File: src/rtl/pipe_hazard_ctrl.sv
// Stall/flush sequencer for the 5-stage pipeline: drives pipeline-register
// write enables and bubble/flush controls for redirects, load-use hazards
// and multi-cycle mult/div occupancy of EX, plus saturating perf counters.
module pipe_hazard_ctrl #(
  parameter int unsigned MD_CYCLES = 4,
  parameter int unsigned CNT_W     = 16
) (
  input  logic             clk,
  input  logic             rst,
  input  logic [4:0]       id_rs,
  input  logic [4:0]       id_rt,
  input  logic             id_use_rt,
  input  logic [4:0]       ex_rt,
  input  logic             ex_memr,
  input  logic             ex_redirect,
  input  logic             ex_md_start,
  output logic             pc_wr,
  output logic             if_id_wr,
  output logic             id_ex_wr,
  output logic             ex_mem_wr,
  output logic             if_id_flush,
  output logic             id_ex_bubble,
  output logic             ex_mem_bubble,
  output logic             md_busy,
  output logic             md_done,
  output logic [CNT_W-1:0] stall_cnt,
  output logic [CNT_W-1:0] flush_cnt
);

  typedef enum logic {RUN, MDWAIT} state_t;

  // Freeze cycle 0 happens in RUN, so MDWAIT counts down from MD_CYCLES-2.
  localparam logic [7:0] MD_INIT = 8'(MD_CYCLES - 2);

  state_t           state_q, state_d;
  logic [7:0]       cnt_q, cnt_d;
  logic [CNT_W-1:0] stall_cnt_q, stall_cnt_d;
  logic [CNT_W-1:0] flush_cnt_q, flush_cnt_d;
  logic             load_use;
  logic             stall_inc;
  logic             flush_inc;

  assign load_use = ex_memr && (ex_rt != 5'd0) &&
                    ((ex_rt == id_rs) || (id_use_rt && (ex_rt == id_rt)));

  // Next-state, counter increments and combinational pipeline controls.
  always_comb begin
    state_d       = state_q;
    cnt_d         = cnt_q;
    stall_inc     = 1'b0;
    flush_inc     = 1'b0;
    pc_wr         = 1'b1;
    if_id_wr      = 1'b1;
    id_ex_wr      = 1'b1;
    ex_mem_wr     = 1'b1;
    if_id_flush   = 1'b0;
    id_ex_bubble  = 1'b0;
    ex_mem_bubble = 1'b0;
    md_done       = 1'b0;
    md_busy       = (state_q == MDWAIT);
    case (state_q)
      RUN: begin
        if (ex_redirect) begin
          if_id_flush  = 1'b1;
          id_ex_bubble = 1'b1;
          flush_inc    = 1'b1;
        end else if (ex_md_start) begin
          pc_wr         = 1'b0;
          if_id_wr      = 1'b0;
          id_ex_wr      = 1'b0;
          ex_mem_bubble = 1'b1;
          stall_inc     = 1'b1;
          state_d       = MDWAIT;
          cnt_d         = MD_INIT;
        end else if (load_use) begin
          pc_wr        = 1'b0;
          if_id_wr     = 1'b0;
          id_ex_bubble = 1'b1;
          stall_inc    = 1'b1;
        end
      end
      MDWAIT: begin
        if (cnt_q != 8'd0) begin
          pc_wr         = 1'b0;
          if_id_wr      = 1'b0;
          id_ex_wr      = 1'b0;
          ex_mem_bubble = 1'b1;
          stall_inc     = 1'b1;
          cnt_d         = cnt_q - 8'd1;
        end else begin
          md_done = 1'b1;
          state_d = RUN;
        end
      end
      default: state_d = RUN;
    endcase
    if (rst) begin
      pc_wr         = 1'b0;
      if_id_wr      = 1'b0;
      id_ex_wr      = 1'b0;
      ex_mem_wr     = 1'b0;
      if_id_flush   = 1'b0;
      id_ex_bubble  = 1'b0;
      ex_mem_bubble = 1'b0;
      md_busy       = 1'b0;
      md_done       = 1'b0;
    end
  end

  // Saturating performance counter next values.
  always_comb begin
    stall_cnt_d = stall_cnt_q;
    flush_cnt_d = flush_cnt_q;
    if (stall_inc && (stall_cnt_q != '1)) stall_cnt_d = stall_cnt_q + CNT_W'(1);
    if (flush_inc && (flush_cnt_q != '1)) flush_cnt_d = flush_cnt_q + CNT_W'(1);
  end

  // State, countdown and counter registers with asynchronous reset.
  always_ff @(posedge clk or posedge rst) begin
    if (rst) begin
      state_q     <= RUN;
      cnt_q       <= '0;
      stall_cnt_q <= '0;
      flush_cnt_q <= '0;
    end else begin
      state_q     <= state_d;
      cnt_q       <= cnt_d;
      stall_cnt_q <= stall_cnt_d;
      flush_cnt_q <= flush_cnt_d;
    end
  end

  assign stall_cnt = stall_cnt_q;
  assign flush_cnt = flush_cnt_q;

endmodule

File: config.mk
export PLATFORM = sky130hd
export DESIGN_NAME = pipe_hazard_ctrl
export DESIGN_NICKNAME = d
export VERILOG_FILES = /design/src/rtl/pipe_hazard_ctrl.sv
export SDC_FILE = /design/constraint.sdc
export NUM_CORES = 1
export LEC_CHECK = 0
export CORE_MARGIN = 4
export CORE_UTILIZATION = 40
export CTS_BUF_LIST = sky130_fd_sc_hd__clkbuf_4 sky130_fd_sc_hd__clkbuf_8
export CTS_CLUSTER_SIZE = 40
export DETAILED_ROUTE_END_ITERATION = 10
export GPL_TIMING_DRIVEN = 0
export PLACE_DENSITY = 0.81
export SETUP_SLACK_MARGIN = 0.4
export SLEW_MARGIN = 20
export SYNTH_ARGS = -nofsm -noshare
export SYNTH_HDL_FRONTEND = slang
export SYNTH_SLANG_ARGS = --single-unit
File: constraint.sdc
create_clock -name clk -period 2.4 [get_ports clk]
set_input_delay 0.48 -clock clk [delete_from_list [all_inputs] [get_ports clk]]
set_output_delay 0.48 -clock clk [all_outputs]
set_load 0.005 [all_outputs]
# Yosys cells after proc, flatten, opt, wreduce, memory -nomap -nowiden
# Cells that the tools add are included.
[op_classes]
addsub = 3
n_eq_ne = 7
n_mux = 34
bitwise = 1
reduce_logical = 9
[op_table]
columns = ["operator", "count"]
rows = [
  ["adder 16 x 1 -> 16 bit, second input constant", 2],
  ["inequality test 16 bit, second input constant", 2],
  ["2-to-1 mux 1 bit", 26],
  ["2-to-1 mux 8 bit", 3],
  ["one-hot mux 8 bit (2 select lines)", 1],
  ["== test 5 bit", 2],
  ["one-hot mux 1 bit (2 select lines)", 4],
  ["nonzero test 8 bit", 1],
  ["subtractor 8 x 1 -> 8 bit, second input constant", 1],
  ["logical AND 1 bit", 5],
  ["nonzero test 5 bit", 1],
  ["inequality test 2 bit, second input constant", 2],
  ["AND reduction 3 bit", 1],
  ["inequality test 2 x 1 -> 1 bit, second input constant", 1],
  ["logical OR 1 bit", 1],
  ["inverter 1 bit", 1],
]
[totals]
register_bits = 41
input_bits = 21
out_inout_bits = 41
wordCells = 58

# Depth between registers and ports, before layout
[logic_depth]
depth_word = 9
depth_mapped = 9
mapped_depth_nobuf = 9

# Least setup slack after synthesis
# No wires, ideal clock.
[synth_path]
path_kind = "flip-flop to output port"
start = "reg cnt_q[2]"
end = "out pc_wr"
t_arrival_ns = 2.057
t_required_ns = 1.920
setup_slack_ns = -0.137
stages_incl_launch_ff = 8
path_buffers = 1
cell_sequence = "dfrtp_1 -> or3_4 -> o41a_1 -> nor2_4 -> inv_2 -> nor2_1 -> a21boi_0 -> buf_4"
[synth_between]
elab_chain_cells = 4
[synth_rtl]
columns = ["element", "line_no", "text"]
rows = [
  ["start: declaration", "36", "logic [7:0] cnt_q, cnt_d;"],
  ["start signal: assignment", "127", "cnt_q <= cnt_d;"],
  ["nonzero test 8 bit", "83", "if (cnt_q != 8'd0) begin"],
  ["2-to-1 mux 1 bit", "n/a", ""],
  ["one-hot mux 1 bit (2 select lines)", "n/a", ""],
  ["2-to-1 mux 1 bit", "n/a", ""],
  ["end: declaration", "17", "output logic pc_wr,"],
]
# Every way passes these cells.

# Worst setup path after layout
[layout_path]
start = "reg cnt_q[3]"
end = "out pc_wr"
[layout_between]
elab_chain_cells = 4
[layout_rtl]
columns = ["element", "line_no", "text"]
rows = [
  ["nonzero test 8 bit", "83", ""],
  ["2-to-1 mux 1 bit", "83", ""],
  ["one-hot mux 1 bit (2 select lines)", "61", "case (state_q)"],
  ["2-to-1 mux 1 bit", "97", "if (rst) begin"],
]
# Every way passes these cells.

==> results.md <==
- Status: finished with violations
- Failing checks: setup timing
- # rows: 26
- Clk buf depth: 2
- P&R area growth vs syn: 61.5%
- Die Wd: 81.7 um
- Worst-skew pair later-pin latency: 300 ps
- Post-synth top cells: dfrtp_1 (41), xor2_1 (24), nor2_1 (23)
- First-pass GRT wire length: 9180 um
- Synth top area share: 0.472
- Number of vias per cell: 5.25
- Yosys reg bits: 41
- Final ANT Viol Nets: 0
- WP data required: 1920 ps
- Hold Crit Class: primary input to async pin
- I/O Pins: 62
- Hold Violations, Final: 0
- Worst Slack Setup Final: -311 ps
- Die height: 81.7 um
- Most common cell in the netlist: dfrtp_1
- Vias in the first global route: 1965
- CP Capture Type: output pin
- Fillers: 376
- Worst hold slack: 310 ps
- Core box area: 5170 sq um
- Final Cycle Share: 1.13
- Worst-path clk slew: 90 ps
- ANT cells: 0
- TNS Setup: -1180 ps
- Reg-to-reg startpoint: cnt_q[3]$_DFFE_PP0P_
- Fmax: 369 MHz
- Number of synthesized flops with an enable pin: 0
- DR WL/cell: 16.2 um
- CTS tree: done
- Nets@finish: 345
- Sequential share of the synthesized area: 0.472
- Uppermost routed layer: met4
- Critical-path maximum fanout: 3
- Largest area contributor in the netlist: dfrtp_1
- Root Driver: clkbuf_8
- Hpwl dp: 3650 um
- Initial core utilization: 0.420
- Global-route usage over all layers: 0.179
- Ys flop type: dfrtp_1
- WL final: 6350 um
- RSZ-0062 raised after global routing: yes
- Ratio of cells with drive above 1 in the final layout: 0.345
- Cts bufs inserted: 5
- Cells after synthesis: 216
- Met3 WL: 440 um
- CP Launch Type: register
- Max VDD drop: 0.513 mV
- Relative slew slack: 0.589
- Slew Viols, Final: 0
- I/O Buffers: 61
- Yosys warns: 0
- Cell area after synthesis: 2170 sq um
- Ranking of synthesized cells by area: dfrtp_1 (47%), xor2_1 (9.7%), xnor2_1 (6.8%)
- Iter 0 DRT Violations: 117
- PD cells: 921 nW/um^2
- Largest net degree at the start of global routing: 22
- Endpoints failing setup: 5
- Final min period: 2710 ps
- Clk_skew: 10.4 ps
- Drt drc: 0
- Arrival @ worst endpoint: 2230 ps
- Syn Nets: 240
- Async SR Flop Fraction: 1.00
- Gpl congestion: 0.795
- Max-cap check violation count: 0
- GR Overflow Total: 0
- TritonCTS Sinks: 41
- Crit path kind: register to output pin
- Total iterations of the first detailed-routing run: 4
- Least-Margin Pin Slew: 614 ps
- Initial antenna violation count: 0
- Wl on met1: 2600 um
- Met2 wire length: 3180 um
- Synthesized area per cell: 10.1 sq um
- CP startpoint: cnt_q[3]$_DFFE_PP0P_
- CTS HTree Levels: 2
- Synth unique cells: 38
- Die Area: 6680 sq um
- Total number of vias: 2057
- Leak pwr: 1.55 nW
==> through the flow <==
step | utilization | cell area (sq um) | setup WS (ps) | cells | power [mW]
after detailed placement | 0.559 | 2890 | -1090 | 347 | 2.06
after global routing | 0.679 | 3510 | -420 | 392 | 3.44
after CTS | 0.619 | 3200 | -404 | 373 | 2.85
after floorplan | - | 2190 | 120 | 216 | 1.61
after global placement | 0.559 | 2890 | -1070 | 347 | 2.02
final | 0.679 | 3510 | -311 | 392 | 3.23
==> area by class of cell <==
cell class,count,area [sq um],area share
plain buffers,2,22.5,0.00641
clock buffers,6,76.3,0.0217
clock inverters,2,38.8,0.0110
inverters,11,50.0,0.0143
multi-input cells,163,1330,0.379
flip-flops and latches,41,1030,0.293
well taps,70,87.6,0.0249
repair buffers,95,865,0.246
repair inverters,2,12.5,0.00356
==> critical path, cell delays in order, from the launching register on <==
cell and delay [ps]:
dfrtp_1 400, or3_4 380, o41a_1 390, nor2_4 170, inv_4 60, nor2_4 80
a21boi_2 170, buf_4 120, buf_6 80, buf_6 80
==> cell families (layout without fill, tap and decap cells) <==
kind of cell | Yosys count | count (layout) | share of synthesized area
fa+ha+maj | 3 | 3 | 0.0173
buf+inv | 13 | 118 | 0.0247
flops | 41 | 41 | 0.472
simple gates | 92 | 92 | 0.217
mux | 3 | 3 | 0.0155
xor+xnor | 41 | 41 | 0.165
compound gates | 23 | 24 | 0.0886
==> cells in the final DEF (no fill, tap or decap), types with 5 or more instances in the layout <==
master           count
nand3_1             10
buf_6               14
nor2_1              19
clkdlybuf4s50_1     37
clkbuf_8             5
dfrtp_1             40
nor3_2               6
buf_2                6
nand2_1             16
nand4_1              7
o21ai_0              6
xnor2_1             15
dlygate4sd2_1        8
xor2_1              22
buf_4               27
inv_1                6
==> sequential cells by signal, indices dropped and copies added, names as in the netlist <==
| signal | cells |
|---|---|
| stall_cnt | 16 |
| flush_cnt | 16 |
| state_q | 1 |
| cnt_q | 8 |
==> report_power, final <==
part	internal, mW	switching (mW)	total [mW]	leakage [nW]
logic	0.932	0.670	1.60	0.962
registers	0.858	0.199	1.06	0.531
clock network	0.324	0.251	0.574	0.0588
total	2.11	1.12	3.23	1.55
==> metal layers <==
metal	global-route usage	vias to the layer above
met2	0.291	67
met5	0	-
met3	0.0482	15
li1	-	962
met1	0.227	1013
met4	0.0698	0
==> path summary, 6_finish.rpt <==
check,to,slack (ps),depth (start not counted)
setup reg to reg,stall_cnt[12]$_DFFE_PP0P_,120,9
setup / recovery,pc_wr,-310,9
max in group asynchronous,stall_cnt[1]$_DFFE_PP0P_,1720,2
min in group clk,flush_cnt[7]$_DFFE_PP0P_,500,1
hold / removal,cnt_q[1]$_DFFE_PP0P_,310,2
hold reg to reg,flush_cnt[7]$_DFFE_PP0P_,500,1
==> timing repair <==
action / CTS / global route
gates resized for setup: 94 / 40
cloned: 2 / 1
hold buffers: 0 / 0
setup buffers: 16 / 18
pin swaps: 24 / 16
setup endpoints to repair: 31 / 35
Note: power is estimated with default switching activity, not from simulation.
==> edit 1, RTL diff (same settings) <==
The parameter `CNT_W` goes from 16 to 32.
--- a/src/rtl/pipe_hazard_ctrl.sv
+++ b/src/rtl/pipe_hazard_ctrl.sv
@@ -3,7 +3,7 @@
 // and multi-cycle mult/div occupancy of EX, plus saturating perf counters.
 module pipe_hazard_ctrl #(
   parameter int unsigned MD_CYCLES = 4,
-  parameter int unsigned CNT_W     = 16
+  parameter int unsigned CNT_W     = 32
 ) (
   input  logic             clk,
   input  logic             rst,
Interface: changed (resized flush_cnt and stall_cnt); port bits go from 62 to 94. The function was not compared with the original's and may differ.
==> edit 1 against the unedited design <==
  * The flow still finishes with violations (negative setup slack)
  * Power rose by 50%
  * Sequential cell count increased by 32
  * Critical path depth fell by 2
  * Routed wire length up 80%
  * Worst setup slack improved by 0.22 ns
  * Die area grew 64%
  * Final area up 75%
  * Via count up 74%
  * Area after synthesis increased by 72%
  * Critical path type unchanged
  * Critical endpoint unchanged
==> edit 1: results (changes against the unedited design) <==
INFO  pwr            p_seq=1670uW [+58%]
INFO  global_routing number_of_global_route_vias_before_repair=3,567 [+82%]
INFO  layout         buffers_excl_clock=161 [+66%]
INFO  routing        routed_wirelength=11,400um [+80%]
INFO  routing        detail_route.iter0.violations=133 [+14%]
INFO  synthesis      synth_adder_area_share=1.00% [-0.72 points]
INFO  die            row_count=35 [+35%]
INFO  global_routing maximum_number_of_pins_on_one_net_before_global_route_repair=33 [+50%]
INFO  layout         num-fill-cells=639 [+70%]
INFO  routing        routedWlPerCell=17.7um [+9.0%]
INFO  routing        route.layer.met1.wl=4610um [+77%]
INFO  global_routing grt_use_total=19.2% [+1.3 points]
INFO  status         outcome=finished with violations
INFO  critical_path  worst_r2r_end=cnt_q[5]$_DFFE_PP0P_
INFO  clock_network  cts-resized-gates=126 [+34%]
INFO  synthesis      synth_nets=390 [+63%]
INFO  place          placedCellCount=571 [+65%]
INFO  global_routing grt_util_met2=32.0% [+3.0 points]
INFO  timing         finalSetupViolCount=4 [-1]
INFO  pwr            intPower=3160uW [+50%]
INFO  clock_network  cts_setup_buffers=26 [+10]
INFO  synthesis      synth.area.mux_share=0.601% [-0.95 points]
INFO  pwr            pwr-share-comb=44.9% [-4.6 points]
INFO  layout         seq_cells=73 [+78%]
INFO  status         failed_checks=negative setup slack
INFO  timing         setup_ws=-0.0923ns [+0.218 ns]
INFO  layout         area_share_nonclk_buffers=25.2% [-0.033 points]
INFO  layout         non_cts_inverters=11 [-2]
INFO  synthesis      synth.top_cells.by_area=sky130_fd_sc_hd__dfrtp_1 (49%), sky130_fd_sc_hd__xnor2_1 (13%), sky130_fd_sc_hd__nand3_1 (4.3%)
## edit 1: cell types whose count changed after synthesis, sizes merged, moves of 3 or more
| cell | change |
|---|---|
| xnor2 | +37 |
| dfrtp | +32 |
| nand3 | +24 |
| nand4 | +18 |
| nand2 | +13 |
| and3 | +10 |
| xor2 | -9 |
| and2 | +4 |
| clkbuf | +4 |
| nor2 | +4 |
| and4 | +3 |
| nor3 | +3 |
## edit 1: critical path, cell delays in order, from the launching register on
cell                       delay, ns
sky130_fd_sc_hd__dfrtp_2        0.44
sky130_fd_sc_hd__nor4_4         0.32
sky130_fd_sc_hd__nand3_2        0.16
sky130_fd_sc_hd__o32ai_4        0.29
sky130_fd_sc_hd__inv_4          0.07
sky130_fd_sc_hd__a211oi_2       0.17
sky130_fd_sc_hd__buf_4          0.14
sky130_fd_sc_hd__buf_6          0.09
==> edit 2, RTL diff (same settings) <==
Made on the original files. Register the output `flush_cnt` once more, with the module's reset; this adds one clock of latency there. The other outputs are not delayed to match.
--- a/src/rtl/pipe_hazard_ctrl.sv
+++ b/src/rtl/pipe_hazard_ctrl.sv
@@ -131,7 +131,13 @@
   end
 
   assign stall_cnt = stall_cnt_q;
-  assign flush_cnt = flush_cnt_q;
+  always_ff @(posedge clk or posedge rst) begin
+    if (rst) begin
+      flush_cnt <= '0;
+    end else begin
+      flush_cnt <= flush_cnt_q;
+    end
+  end
 
 endmodule
 
Behaviour: not the same (a bounded check fails within 4 cycles, from zero or initial values and one cycle with rst high).
==> edit 2 against the unedited design <==
  * Global-route usage down 0.62 points
  * Die area rose by 16%
  * Combinational power shrank 3%
  * Final area grew 13%
  * Largest cell class is now flip-flops and latches
  * Worst setup slack gained 0.092 ns
  * Critical path type unchanged
  * Sequential cell count rose by 16
  * Sequential share of layout area up 6.7 points
  * Largest power group unchanged
  * Power increased by 14%
  * Routed wire length up 4.3%
  * The run still ends with negative setup slack left
  * Critical path depth is 2 lower
  * Area after synthesis up 18%
  * Clock skew down 0.0048 ns
==> edit 2: results (changes against the unedited design) <==
INFO  clock_network  numCtsBuffers=9 [+4]
INFO  place          place_congestion=0.803 [+1.0%]
INFO  critical_path  regToRegStartpoint=cnt_q[4]$_DFFE_PP0P_
INFO  place          pre_cts_worst_setup_slack=-0.753ns [+0.340 ns]
INFO  status         outcome=finished with violations
INFO  critical_path  worst_ep_arrival_time=2.14ns [-0.09 ns]
INFO  timing         finalSetupViolCount=4 [-1]
INFO  critical_path  r2r_slack=0.15ns [+0.03 ns]
INFO  critical_path  r2r_cells=7 [-2]
INFO  global_routing grt_use_total=17.3% [-0.62 points]
INFO  timing         setup_ws=-0.218ns [+0.0924 ns]
INFO  synthesis      synth.lib_cells_used.distinct=41 [+7.9%]
INFO  place          hpwl_after_dpl=4010um [+9.9%]
INFO  status         failed_checks=negative setup slack
INFO  clock_network  path_clk_slew=0.06ns [-0.03 ns]
INFO  synthesis      synth.yosys.seq_area_share=55.6% [+8.4 points]
INFO  layout         instances_no_fill=412 [+5.1%]
INFO  layout         num-fill-cells=451 [+20%]
INFO  routing        detail_route.iter0.violations=107 [-8.5%]
INFO  synthesis      synth_common_cells=sky130_fd_sc_hd__dfrtp_1 (57), sky130_fd_sc_hd__xnor2_1 (25), sky130_fd_sc_hd__nand2_1 (24), sky130_fd_sc_hd__nor2_1 (24), sky130_fd_sc_hd__xor2_1 (18)
INFO  die            starting_density_of_the_core=42.3% [+0.28 points]
INFO  critical_path  path_max_fanout=2 [-1]
INFO  place          placedCellCount=367 [+5.8%]
INFO  global_routing number_of_global_route_vias_before_repair=2,115 [+7.6%]
INFO  pwr            switching_part_of_the_total=33.7% [-0.96 points]
==> edit 2: per-stage QoR <==
| stage | hold slack, ns | setup TNS [ns] | cell area (um2) |
|---|---|---|---|
| 2_1_floorplan | 0.386 | 0 | 2570 |
| 4_1_cts | 0.427 | -1.07 | 3730 |
| 3_3_place_gp | 0.408 | -5.20 | 3280 |
| 6_report | 0.427 | -0.559 | 3970 |
| 3_5_place_dp | 0.400 | -5.87 | 3300 |
| 5_1_grt | 0.443 | -0.821 | 3970 |
==> edit 2: cell families after synthesis <==
family | Yosys count | share of synthesized area [%]
AND/OR/NAND/NOR | 98 | 19.6
adder cells (fa/ha/maj) | 3 | 1.46
AO/OA/AOI/OAI | 17 | 5.32
XOR/XNOR | 43 | 14.7
buffers and inverters | 9 | 2.05
flip-flops | 57 | 55.6
multiplexers | 3 | 1.32
==> edit 2: cell type report <==
type | instances | share of cell area, %
Buffer | 3 | 0.852
Clock buffer | 12 | 3.85
Clock inverter | 1 | 0.126
Inverter | 6 | 0.662
Multi-Input combinational cell | 164 | 34.5
Sequential cell | 57 | 36.0
Tap cell | 75 | 2.37
Timing Repair Buffer | 93 | 21.5
Timing Repair inverter | 1 | 0.126
==> edit 2: critical path, stage by stage, from the launching register on <==
cell,delay [ns]
sky130_fd_sc_hd__dfrtp_1,0.38
sky130_fd_sc_hd__or4_4,0.56
sky130_fd_sc_hd__o41ai_4,0.32
sky130_fd_sc_hd__nand2_4,0.09
sky130_fd_sc_hd__nor2_4,0.10
sky130_fd_sc_hd__a21boi_4,0.19
sky130_fd_sc_hd__buf_6,0.11
sky130_fd_sc_hd__buf_6,0.08
==> edit 2: metal layers <==
metal,track usage (%),vias up,share of wire [%]
met5,0,-,0
met4,6.18,0,1.5
met3,5.64,12,7.2
met2,29.8,58,52
met1,20.2,1026,39
li1,-,1000,-
